### src/rtl/logic_shift_unit.sv
// logic_shift_unit: sequential bitwise logic / iterative shift-rotate unit with start/busy/done handshake.
// Optional rotates (ops 6, 7) enabled by defining LOGIC_SHIFT_ROTATE_EN.
module logic_shift_unit #(
    parameter int DATA_W = 32,
    parameter int OUT_W  = 67,
    parameter int SH_W   = $clog2(DATA_W)
) (
    input  logic              clk,
    input  logic              rst_n,
    input  logic              start,
    input  logic [2:0]        op,
    input  logic [DATA_W-1:0] a,
    input  logic [DATA_W-1:0] b,
    output logic              busy,
    output logic              done,
    output logic [OUT_W-1:0]  result,
    output logic              carry,
    output logic              zero,
    output logic              err
);
    typedef enum logic {IDLE, EXEC} state_t;
    state_t            r_state;
    logic [2:0]        r_op;
    logic [DATA_W-1:0] r_work;
    logic [SH_W-1:0]   r_cnt;
    logic              r_err;
    logic              r_carry;
    logic [DATA_W-1:0] w_logic;
    logic [DATA_W-1:0] w_next;
    logic              w_out;
    logic              w_shift;
    logic              w_legal;
    always_comb begin
        w_logic = op == 3'd0 ? a & b : op == 3'd1 ? a | b : a ^ b;
`ifdef LOGIC_SHIFT_ROTATE_EN
        w_shift = op >= 3'd3;
        w_legal = 1'b1;
        w_next  = r_op == 3'd3 ? {r_work[DATA_W-2:0], 1'b0} :
                  r_op == 3'd6 ? {r_work[DATA_W-2:0], r_work[DATA_W-1]} :
                  r_op == 3'd7 ? {r_work[0], r_work[DATA_W-1:1]} :
                  {r_op == 3'd5 & r_work[DATA_W-1], r_work[DATA_W-1:1]};
        w_out   = (r_op == 3'd3 || r_op == 3'd6) ? r_work[DATA_W-1] : r_work[0];
`else
        w_shift = op >= 3'd3 && op <= 3'd5;
        w_legal = op <= 3'd5;
        w_next  = r_op == 3'd3 ? {r_work[DATA_W-2:0], 1'b0} :
                  {r_op == 3'd5 & r_work[DATA_W-1], r_work[DATA_W-1:1]};
        w_out   = r_op == 3'd3 ? r_work[DATA_W-1] : r_work[0];
`endif
    end
    always_ff @(posedge clk or negedge rst_n) begin
        if (!rst_n) begin
            r_state <= IDLE;
            r_op    <= '0;
            r_work  <= '0;
            r_cnt   <= '0;
            r_err   <= 1'b0;
            r_carry <= 1'b0;
            busy    <= 1'b0;
            done    <= 1'b0;
            result  <= '0;
            carry   <= 1'b0;
            zero    <= 1'b0;
            err     <= 1'b0;
        end else begin
            done <= 1'b0;
            if (r_state == IDLE) begin
                if (start) begin
                    r_op    <= op;
                    r_work  <= w_shift ? a : w_legal ? w_logic : '0;
                    r_cnt   <= w_shift ? b[SH_W-1:0] : '0;
                    r_err   <= !w_legal;
                    r_carry <= 1'b0;
                    busy    <= 1'b1;
                    r_state <= EXEC;
                end
            end else if (r_cnt != '0) begin
                r_work  <= w_next;
                r_carry <= w_out;
                r_cnt   <= r_cnt - 1'b1;
            end else begin
                result  <= OUT_W'(r_work);
                carry   <= r_carry;
                zero    <= r_work == '0;
                err     <= r_err;
                done    <= 1'b1;
                busy    <= 1'b0;
                r_state <= IDLE;
            end
        end
    end
endmodule

### config.mk
export PLATFORM = sky130hd
export DESIGN_NAME = logic_shift_unit
export DESIGN_NICKNAME = d
export VERILOG_FILES = /design/src/rtl/logic_shift_unit.sv
export SDC_FILE = /design/constraint.sdc
export NUM_CORES = 1
export LEC_CHECK = 0
export BUFFER_PORTS_ARGS = -buffer_cell sky130_fd_sc_hd__buf_2
export CORE_UTILIZATION = 28
export CTS_BUF_LIST = sky130_fd_sc_hd__clkbuf_4 sky130_fd_sc_hd__clkbuf_8
export DETAILED_ROUTE_END_ITERATION = 12
export GPL_TIMING_DRIVEN = 0
export PLACE_DENSITY_LB_ADDON = 0.08
export SYNTH_ARGS = -nofsm -noshare
export SYNTH_HDL_FRONTEND = slang
export SYNTH_SLANG_ARGS = --single-unit
export TNS_END_PERCENT = 30
### constraint.sdc
create_clock -name clk -period 3.36 [get_ports clk]
set_input_delay 0.672 -clock clk [delete_from_list [all_inputs] [get_ports clk]]
set_output_delay 0.672 -clock clk [all_outputs]
set_load 0.01 [all_outputs]
==> key figures, run 1 <==
Outcome
  • Status: complete, no violations

Logic synthesis
  • Post-Synth Simple-Gate Area: 0.1379
  • Mux cell area share after synthesis: 0.1193
  • Seq/Total Area, Yosys: 0.3188
  • Mapped Area: 6280 µm²
  • Synth top area share: 0.3188
  • Adder-Cell Fraction of Synth Area: 0.1295
  • Synth top area cells: dfrtp_1 (32%), ha_1 (13%), mux2_4 (6.5%)
  • Largest area contributor in the netlist: dfrtp_1
  • Netlist cell types: 47
  • Number of flops mapped to enable cells by yosys: 0
  • Synth warn: 0
  • Largest family of logic cells by synthesized area: compound AO/OA/AOI/OAI gates
  • Avg Synthesized Cell Area: 9.235 µm²
  • Post-Synth XOR/XNOR Area: 0
  • Ys flop type: dfrtp_1
  • Post-synth ARST share: 1.000
  • Complex-gate fraction of the synthesized area: 0.1686
  • FF+latch count, synth: 80
  • Post-Syn Instances: 680

Critical path
  • Critical path capture point type: flip-flop
  • Critical path startpoint category: input port
  • CP Data Arrival Time: 2590 ps
  • Cell Chain, Critical Path: clkbuf_1 > buf_1 > mux2_2 > a222oi_1 > o221ai_1
  • Worst EP required: 3570 ps
  • Largest fanout on the critical path: 10
  • Worst Setup Path Type: in2reg
  • Crit path largest cell delay: 530 ps
  • Slowest-stage cell, CP: buf_1

Final layout
  • Most frequent cells in the layout: buf_2 (116), nand2_1 (93), dfrtp_1 (80)
  • Commonest non-fill, non-tap cell in the layout: buf_2
  • Diode count: 0
  • Area grow syn2layout: 19.25%
  • Final Net Count: 966
  • Layout cells sized above 1: 0.2679
  • Fillcell total: 2302

Die
  • Core area: 21890 µm²
  • Die X: 151.8 µm
  • Full die area: 23030 µm²
  • Starting Density: 0.2869
  • # IOs: 142
  • Die Y: 151.8 µm
  • Num rows: 54

Drt
  • Pre-antenna DRT Iters: 6
  • Routed WL: 18760 µm
  • Starting DRT DRC Count: 437
  • Routed vias: 5411
  • Post-route antenna net violation count: 0
  • DRC viols: 0
  • Vias per cell: 4.849
  • Drt wl/cell: 16.81 µm

CTS
  • Post-CTS Setup Inserts: 0
  • Clock Sink Count: 80
  • H-tree level count: 3
  • TritonCTS Buffers: 9
  • Post-CTS Hold Buffers: 0
  • Clock-pin slew on the worst setup and hold paths: 80 ps
  • Clk buf depth: 2
  • Resize count post-CTS: 0
  • Worst skew pair latency: 360 ps
  • CTS tree: done
  • Root buffer cell: clkbuf_8

STA
  • Total Neg Setup Slack: 0 ps
  • Final-report setup violation count: 0
  • Worst Clk Skew: 12.04 ps
  • Tcrit/Tclk final: 0.7090
  • Unrepaired setup endpoints after global routing: no
  • Final min period: 2382 ps
  • Fmax: 0.4198 GHz
  • Hold Violations, Final: 0
  • Pins over their slew limit: 0
  • Final worst setup slack: 977.9 ps
  • Rel. slew slack: 0.5277
  • Tightest Pin Transition: 705.8 ps

Flow run
  • Max-Cap Viols: 0

Global routing
  • GR Util met1: 0.2405
  • Antenna violations before repair: 0
  • Pin count of the biggest net entering global routing: 44
  • Total GRT Usage: 0.1669
  • Vias in the first global route: 5231
  • Total congestion overflow: 0
  • Gr busiest metal: met2
  • First-pass GRT wire length: 29200 µm
  • Met3 usage: 0.01916
  • Met2 Use GR: 0.2648

Placement
  • Port Buffers: 105
  • Global placement routability congestion: 0.8008
  • Dpl ws: 621.6 ps
  • Hpwl dp: 14550 µm

Power
  • Leak pwr: 3.847 nW
  • VDD IR max: 209.9 µV
  • PwrDens: 666.8 nW/µm²

Worst hold path
  • Worst hold path type: in2async
==> metrics by stage <==
step | utilization | hold slack [ps] | total power, mW | std cells | cell area (µm²)
2_1_floorplan | - | 376.4 | 3.500 | 714 | 6407
3_3_place_gp | 0.3327 | 475.6 | 4.272 | 1099 | 7283
5_1_grt | 0.3421 | 329.4 | 5.397 | 1116 | 7488
4_1_cts | 0.3421 | 307.6 | 5.038 | 1116 | 7488
6_report | 0.3421 | 302.3 | 4.994 | 1116 | 7488
3_5_place_dp | 0.3337 | 483.9 | 4.359 | 1100 | 7306
==> cells in the mapped netlist, types with 4 or more instances <==
| master | instances |
|---|---|
| a21oi_1 | 24 |
| a22o_1 | 19 |
| nor2_1 | 18 |
| mux2_4 | 27 |
| a211o_1 | 4 |
| clkbuf_1 | 26 |
| buf_2 | 12 |
| o21ai_0 | 5 |
| a221oi_1 | 15 |
| buf_6 | 4 |
| mux2i_1 | 13 |
| inv_1 | 73 |
| o211ai_1 | 15 |
| a222oi_1 | 12 |
| mux2_2 | 19 |
| a31oi_1 | 22 |
| o221ai_1 | 12 |
| ha_1 | 65 |
| nor4_1 | 8 |
| nor2b_1 | 24 |
| a221o_1 | 4 |
| nand3_1 | 19 |
| buf_4 | 35 |
| dfrtp_1 | 80 |
| nand2_1 | 93 |
==> routing by layer <==
metal | vias up | routed length, µm
li1 | 2635 | -
met1 | 2597 | 9006
met2 | 170 | 8549
met3 | 9 | 1009
met4 | 0 | 191
met5 | - | 0
==> flip-flops by register name (all words and copies together) (netlist names) <==
signal and cells:
r_err 1, done 1, r_state 1, busy 1
err 1, r_carry 1, r_cnt 5, zero 1
r_op 3, carry 1, result 32, r_work 32
==> final timing paths <==
path | start | endpoint | slack (ps) | cells after the start
setup / recovery | op[0] | r_work[6] | 980 | 5
hold / removal | rst_n | result[17] | 300 | 1
setup reg to reg | r_cnt[0] | result[18] | 1210 | 7
hold reg to reg | busy | busy | 500 | 2
max in group asynchronous | rst_n | r_work[11] | 2440 | 2
min in group clk | busy | busy | 500 | 2
==> cell families after synthesis <==
kind of cell | after synthesis
mux | 59
other cells | 1
flops | 80
simple gates | 182
buf+inv | 154
compound gates | 139
fa+ha+maj | 65
==> worst max-delay path, delay by kind of cell <==
kind	cells	cell delay, ps
AOI/OAI and AO/OA	2	700
buffers and inverters	2	790
muxes	1	410
==> layout make-up <==
class / instances / area, µm² / share of cell area
clock inverters: 5 / 31.28 / 0.004177
flip-flops and latches: 80 / 2002 / 0.2673
clock buffers: 11 / 151.4 / 0.02022
inverters: 73 / 274.0 / 0.03659
repair buffers: 106 / 548.0 / 0.07318
well taps: 280 / 350.3 / 0.04678
multi-input cells: 480 / 3618 / 0.4832
plain buffers: 81 / 513.0 / 0.06850
==> power breakdown <==
group	leakage [nW]	internal, mW	total, mW	switching, mW
clock	0.0951	0.306	0.667	0.361
combinational	2.76	1.20	2.42	1.23
sequential	0.994	1.42	1.90	0.483
total	3.85	2.92	4.99	2.07
(Power assumes the default switching activity.)
==> run 2: changes to the inputs <==
Settings changed: ABC_AREA from default to 1.
Clock period 3.36 ns to 2.5 ns, I/O delays scaled along.
==> run 2 against run 1 <==
Synthesized cell count increased by 41%; cell count increased by 28%; non-clock buffer count increased by 2; critical path type unchanged.
==> key figures, run 2 <==
CTS
  • Resize count post-CTS: 0
  • Clk buf depth: 2
  • Clock-pin slew on the worst setup and hold paths: 90 ps
  • Worst skew pair latency: 360 ps
  • Post-CTS Setup Inserts: 0
  • Post-CTS Hold Buffers: 0
  • TritonCTS Buffers: 9
  • CTS tree: done
  • H-tree level count: 3
  • Root buffer cell: clkbuf_8
  • Clock Sink Count: 80

STA
  • Worst Clk Skew: 14.87 ps
  • Pins over their slew limit: 0
  • Total Neg Setup Slack: 0 ps
  • Fmax: 0.5649 GHz
  • Tcrit/Tclk final: 0.7081
  • Final-report setup violation count: 0
  • Hold Violations, Final: 0
  • Tightest Pin Transition: 771.2 ps
  • Rel. slew slack: 0.4859
  • Unrepaired setup endpoints after global routing: no
  • Final min period: 1770 ps

Placement
  • Global placement routability congestion: 0.7413
  • Port Buffers: 106
  • Hpwl dp: 15410 µm

Critical path
  • Worst EP required: 2760 ps
  • CP endpoint: r_work[10]
  • Delay-heaviest family, CP: buffers and inverters
  • Slowest-stage cell, CP: clkbuf_1
  • Reg-to-reg startpoint: r_cnt[0]
  • Worst r2r path cells: 10
  • CP bufs+invs: 3
  • Critical path capture point type: flip-flop
  • Critical Path Stages: 8
  • R2R setup slack: 790 ps
  • Worst Setup Path Type: in2reg
  • CP Data Arrival Time: 2030 ps
  • CP dominant cell by count: nand2_1
  • Crit path largest cell delay: 620 ps
  • Largest fanout on the critical path: 10
  • Critical path startpoint category: input port
  • CP startpoint: op[0]
  • Worst r2r dst: carry
  • Cell Chain, Critical Path: buf_2 > inv_1 > clkbuf_1 > nand3b_1 > nand3_1 > nand2_1 > nand2_1 > a21oi_2

Global routing
  • Vias in the first global route: 5617
  • Antenna violations before repair: 0
  • Total congestion overflow: 0
  • First-pass GRT wire length: 30950 µm
  • Total GRT Usage: 0.1643
  • Pin count of the biggest net entering global routing: 56

Die
  • Core area: 23470 µm²
  • Die X: 156.7 µm
  • # IOs: 142
  • Num rows: 56
  • Die Y: 156.7 µm
  • Full die area: 24540 µm²
  • Starting Density: 0.2853

Logic synthesis
  • Post-Syn Instances: 956
  • Mapped Area: 6698 µm²
  • Top post-synthesis cells by count: nand2_1 (261), inv_1 (150), dfrtp_1 (80), nand3_1 (75), ha_1 (65)
  • Number of flops mapped to enable cells by yosys: 0
  • Seq/Total Area, Yosys: 0.2989
  • Synth warn: 0
  • Avg Synthesized Cell Area: 7.006 µm²
  • Synth top area cells: dfrtp_1 (30%), nand2_1 (15%), ha_1 (12%)
  • Post-synth ARST share: 1.000
  • FF+latch count, synth: 80
  • Largest area contributor in the netlist: dfrtp_1
  • Ys flop type: dfrtp_1
  • Synth top area share: 0.2989
  • Count leader, synth: nand2_1
  • Netlist cell types: 38

Power
  • PwrDens: 911.3 nW/µm²
  • Leak pwr: 4.582 nW
  • Total power: 7.283 mW
  • VDD IR max: 304.9 µV

Outcome
  • Status: complete, no violations

Drt
  • Starting DRT DRC Count: 216
  • Routed WL: 19550 µm
  • Pre-antenna DRT Iters: 4
  • Drt wl/cell: 13.65 µm
  • Post-route antenna net violation count: 0
  • Routed vias: 6018
  • DRC viols: 0
  • Vias per cell: 4.203

Final layout
  • Commonest non-fill, non-tap cell in the layout: nand2_1
  • Diode count: 0
  • Post-layout util: 0.3405
  • Area grow syn2layout: 19.32%
  • Largest regs: r_work: 32 flops, result: 32 flops, r_cnt: 5 flops
  • Layout cells sized above 1: 0.2201
  • Most frequent cells in the layout: nand2_1 (261), inv_1 (150), buf_2 (133)
  • Final Net Count: 1243

Flow run
  • Max-Cap Viols: 0

Worst hold path
  • Worst hold path type: in2async
run 2: worst min path at each step:
stage          slack [ps]   endpoint
2_1_floorplan         200       busy
3_5_place_dp          450      r_err
6_report               40      r_err
4_1_cts                40      r_err
3_3_place_gp          460  result[2]
5_1_grt                50      r_err
run 2: area by class of cell:
cell class | count | area, µm²
clock inverter | 5 | 55.05
timing repair buffer | 107 | 560.5
inverter | 155 | 585.6
multi-input combinational | 673 | 3699
clock buffer | 11 | 151.4
buffer | 82 | 539.3
sequential | 80 | 2002
tap | 319 | 399.1
fill | 2602 | 15480
run 2: worst reg2reg max path, stage by stage (launching register included):
cell,delay [ps]
dfrtp_1,380
inv_1,90
ha_1,170
inv_1,60
nor2_2,150
nand3b_4,130
nor2_4,150
inv_2,90
buf_2,200
nand2_1,90
o21ai_0,70
run 2: where the power goes:
part / switching (mW) / internal, mW / total [mW] / leakage [nW]
Sequential: 0.308 / 1.93 / 2.23 / 0.973
Clock: 0.494 / 0.513 / 1.01 / 0.101
Combinational: 2.55 / 1.50 / 4.04 / 3.51
run 2: through the flow:
stage / setup WS [ps] / std cells / area (µm²) / hold WS (ps)
3_3_place_gp: 148.8 / 1415 / 7755 / 463.8
4_1_cts: 746.1 / 1432 / 7991 / 36.67
2_1_floorplan: 994.1 / 990 / 6825 / 204.4
5_1_grt: 635.4 / 1432 / 7991 / 52.88
6_report: 729.7 / 1432 / 7991 / 36.33
3_5_place_dp: 349.8 / 1416 / 7785 / 446.3
run 2: logic make-up (layout without fill, tap and decap cells):
| family | after synthesis | in the layout | synth area share |
|---|---|---|---|
| flops | 80 | 80 | 0.2989 |
| xor+xnor | 1 | 1 | 0.001308 |
| compound gates | 104 | 104 | 0.09490 |
| fa+ha+maj | 65 | 65 | 0.1214 |
| other cells | 1 | 35 | 0.0005599 |
| buf+inv | 237 | 360 | 0.1679 |
| simple gates | 468 | 468 | 0.3150 |
run 2: metal layers:
metal	routed length, µm	global-route usage
met5	0	0
met4	129	0.03782
met3	700	0.01745
met2	8557	0.2570
met1	10160	0.2400
==> run 3: changes to the inputs <==
Settings changed: ABC_AREA 1 to 0.
Clock period 2.5 ns to 1.5 ns, I/O delays scaled along.
==> run 3 against run 2 <==
The flow now finishes with violations (setup timing); global-route usage about the same; highest routed layer unchanged; critical endpoint is now r_work[23]; sequential share of layout area up 0.92 points; sequential power up 91%; largest power group unchanged; sequential cell count unchanged; register-to-register slack worse by 1300 ps; cell area down 3.6%.
==> key figures, run 3 (synthesized netlist as in run 1, its figures left out) <==
Outcome
  • Status: complete, but fails checks
  • Failing checks: setup timing

Die
  • Full die area: 23030 µm²
  • # IOs: 142
  • Num rows: 54
  • Die X: 151.8 µm
  • Starting Density: 0.2869
  • Die Y: 151.8 µm
  • Core area: 21890 µm²

CTS
  • Clock-pin slew on the worst setup and hold paths: 90 ps
  • Clk buf depth: 2
  • Clock Sink Count: 80
  • Worst skew pair latency: 360 ps
  • Root buffer cell: clkbuf_8
  • TritonCTS Buffers: 9
  • H-tree level count: 3
  • CTS tree: done

Final layout
  • Most frequent cells in the layout: buf_2 (114), nand2_1 (92), dfrtp_1 (80)
  • Diode count: 0
  • Final Net Count: 975
  • Largest regs: r_work: 32 flops, result: 32 flops, r_cnt: 5 flops
  • Final Non-Filler Cells: 1125
  • Layout cells sized above 1: 0.2935
  • Commonest non-fill, non-tap cell in the layout: buf_2
  • Post-layout util: 0.3521
  • Area grow syn2layout: 22.73%
  • Fillcell total: 2285

Critical path
  • Worst r2r path cells: 8
  • Reg-to-reg startpoint: r_cnt[0]
  • CP startpoint: r_cnt[0]
  • Worst EP required: 1750 ps
  • Critical path startpoint category: flip-flop
  • CP Data Arrival Time: 2270 ps
  • Critical path capture point type: flip-flop
  • Worst Setup Path Type: reg2reg
  • Largest fanout on the critical path: 10
  • Worst r2r dst: r_work[23]
  • R2R setup slack: -520 ps
  • CP endpoint: r_work[23]

Power
  • Leak pwr: 3.957 nW
  • VDD IR max: 503.4 µV
  • PwrDens: 1554 nW/µm²
  • Total power: 11.98 mW

Drt
  • Post-route antenna net violation count: 0
  • Routed vias: 5481
  • Starting DRT DRC Count: 340
  • Vias per cell: 4.872
  • DRC viols: 0
  • Drt wl/cell: 16.83 µm
  • Pre-antenna DRT Iters: 5
  • Routed WL: 18940 µm

Worst hold path
  • Worst hold path type: in2reg

STA
  • Final worst setup slack: -520.4 ps
  • Pins over their slew limit: 0
  • Final-report setup violation count: 73
  • Tcrit/Tclk final: 1.347
  • Final min period: 2020 ps
  • Worst Clk Skew: 7.867 ps
  • Fmax: 0.4950 GHz
  • Hold Violations, Final: 0
  • Rel. slew slack: 0.5286
  • Tightest Pin Transition: 704.5 ps
  • Total Neg Setup Slack: -33420 ps
  • Unrepaired setup endpoints after global routing: yes

Placement
  • Port Buffers: 105
  • Number of instances in the placed design: 1100
  • Global placement routability congestion: 0.8187
  • Hpwl dp: 14600 µm

Global routing
  • Pin count of the biggest net entering global routing: 61
  • Total GRT Usage: 0.1643
  • First-pass GRT wire length: 28720 µm
  • Total congestion overflow: 0
  • Antenna violations before repair: 0
  • Vias in the first global route: 5261

Flow run
  • Max-Cap Viols: 0
## run 3: cell count changes in the layout (fill, tap and decap cells not counted), moves of 29 or more
cell and delta:
nand2_1 -169, inv_1 -79, nand3_1 -56, nor2_1 -44, nand3b_1 -29
## run 3: how the worst min path moves through the flow
stage          startpoint         end  slack (ps)  cells past startpoint
2_1_floorplan       rst_n        busy           4                      0
5_1_grt              b[3]    r_cnt[3]         260                      3
3_5_place_dp        rst_n  result[19]         220                      1
3_3_place_gp         busy        busy         480                      2
6_report             b[3]    r_cnt[3]         250                      3
4_1_cts              b[3]    r_cnt[3]         250                      3
## run 3: final cells by class
type,count,area (µm²),area share
plain buffers,80,556.8,0.07224
flip-flops and latches,80,2002,0.2597
well taps,280,350.3,0.04545
inverters,73,274.0,0.03555
repair buffers,116,649.4,0.08425
clock inverters,6,90.09,0.01169
multi-input cells,480,3647,0.4732
clock buffers,10,137.6,0.01786
## run 3: critical path, cell delays in order, from the launching register on
cell and delay, ps:
dfrtp_1 400, inv_2 90, ha_4 150, or4b_4 510, a21oi_4 240, buf_12 150, buf_8 120, a31oi_1 50
a22o_1 200
## run 3: where the power goes
group | switching, mW | leakage, nW | internal [mW] | total [mW]
logic | 2.84 | 2.85 | 3.05 | 5.88
registers | 1.08 | 0.994 | 3.18 | 4.26
clock network | 0.841 | 0.113 | 0.992 | 1.83
total | 4.75 | 3.96 | 7.22 | 12.0
## run 3: metal layers
metal / up-vias / GRT usage / wire length (µm)
met5: - / 0 / 0
met4: 0 / 0.04010 / 201
met3: 12 / 0.03383 / 1288
met2: 174 / 0.2620 / 8695
met1: 2642 / 0.2252 / 8752
li1: 2653 / - / -
## run 3: timing repair
item / 4_1_cts / 5_1_grt
setup buffers: 4 / 5
hold buffers: 1 / 0
endpoints found under the setup margin: 75 / 79
gates resized for setup: 14 / 19
pin swaps: 22 / 6
hold endpoints to repair: 20 / 0
## run 3: metrics by stage
stage               setup WS (ps)  hold WS [ps]  instance area, µm²
global route               -562.1         257.4                7707
detailed placement         -869.9         220.8                7330
global placement           -862.8         478.1                7300
CTS                        -538.8         245.9                7625
finish                     -520.4         252.4                7707
floorplan                  -453.5         4.409                6424
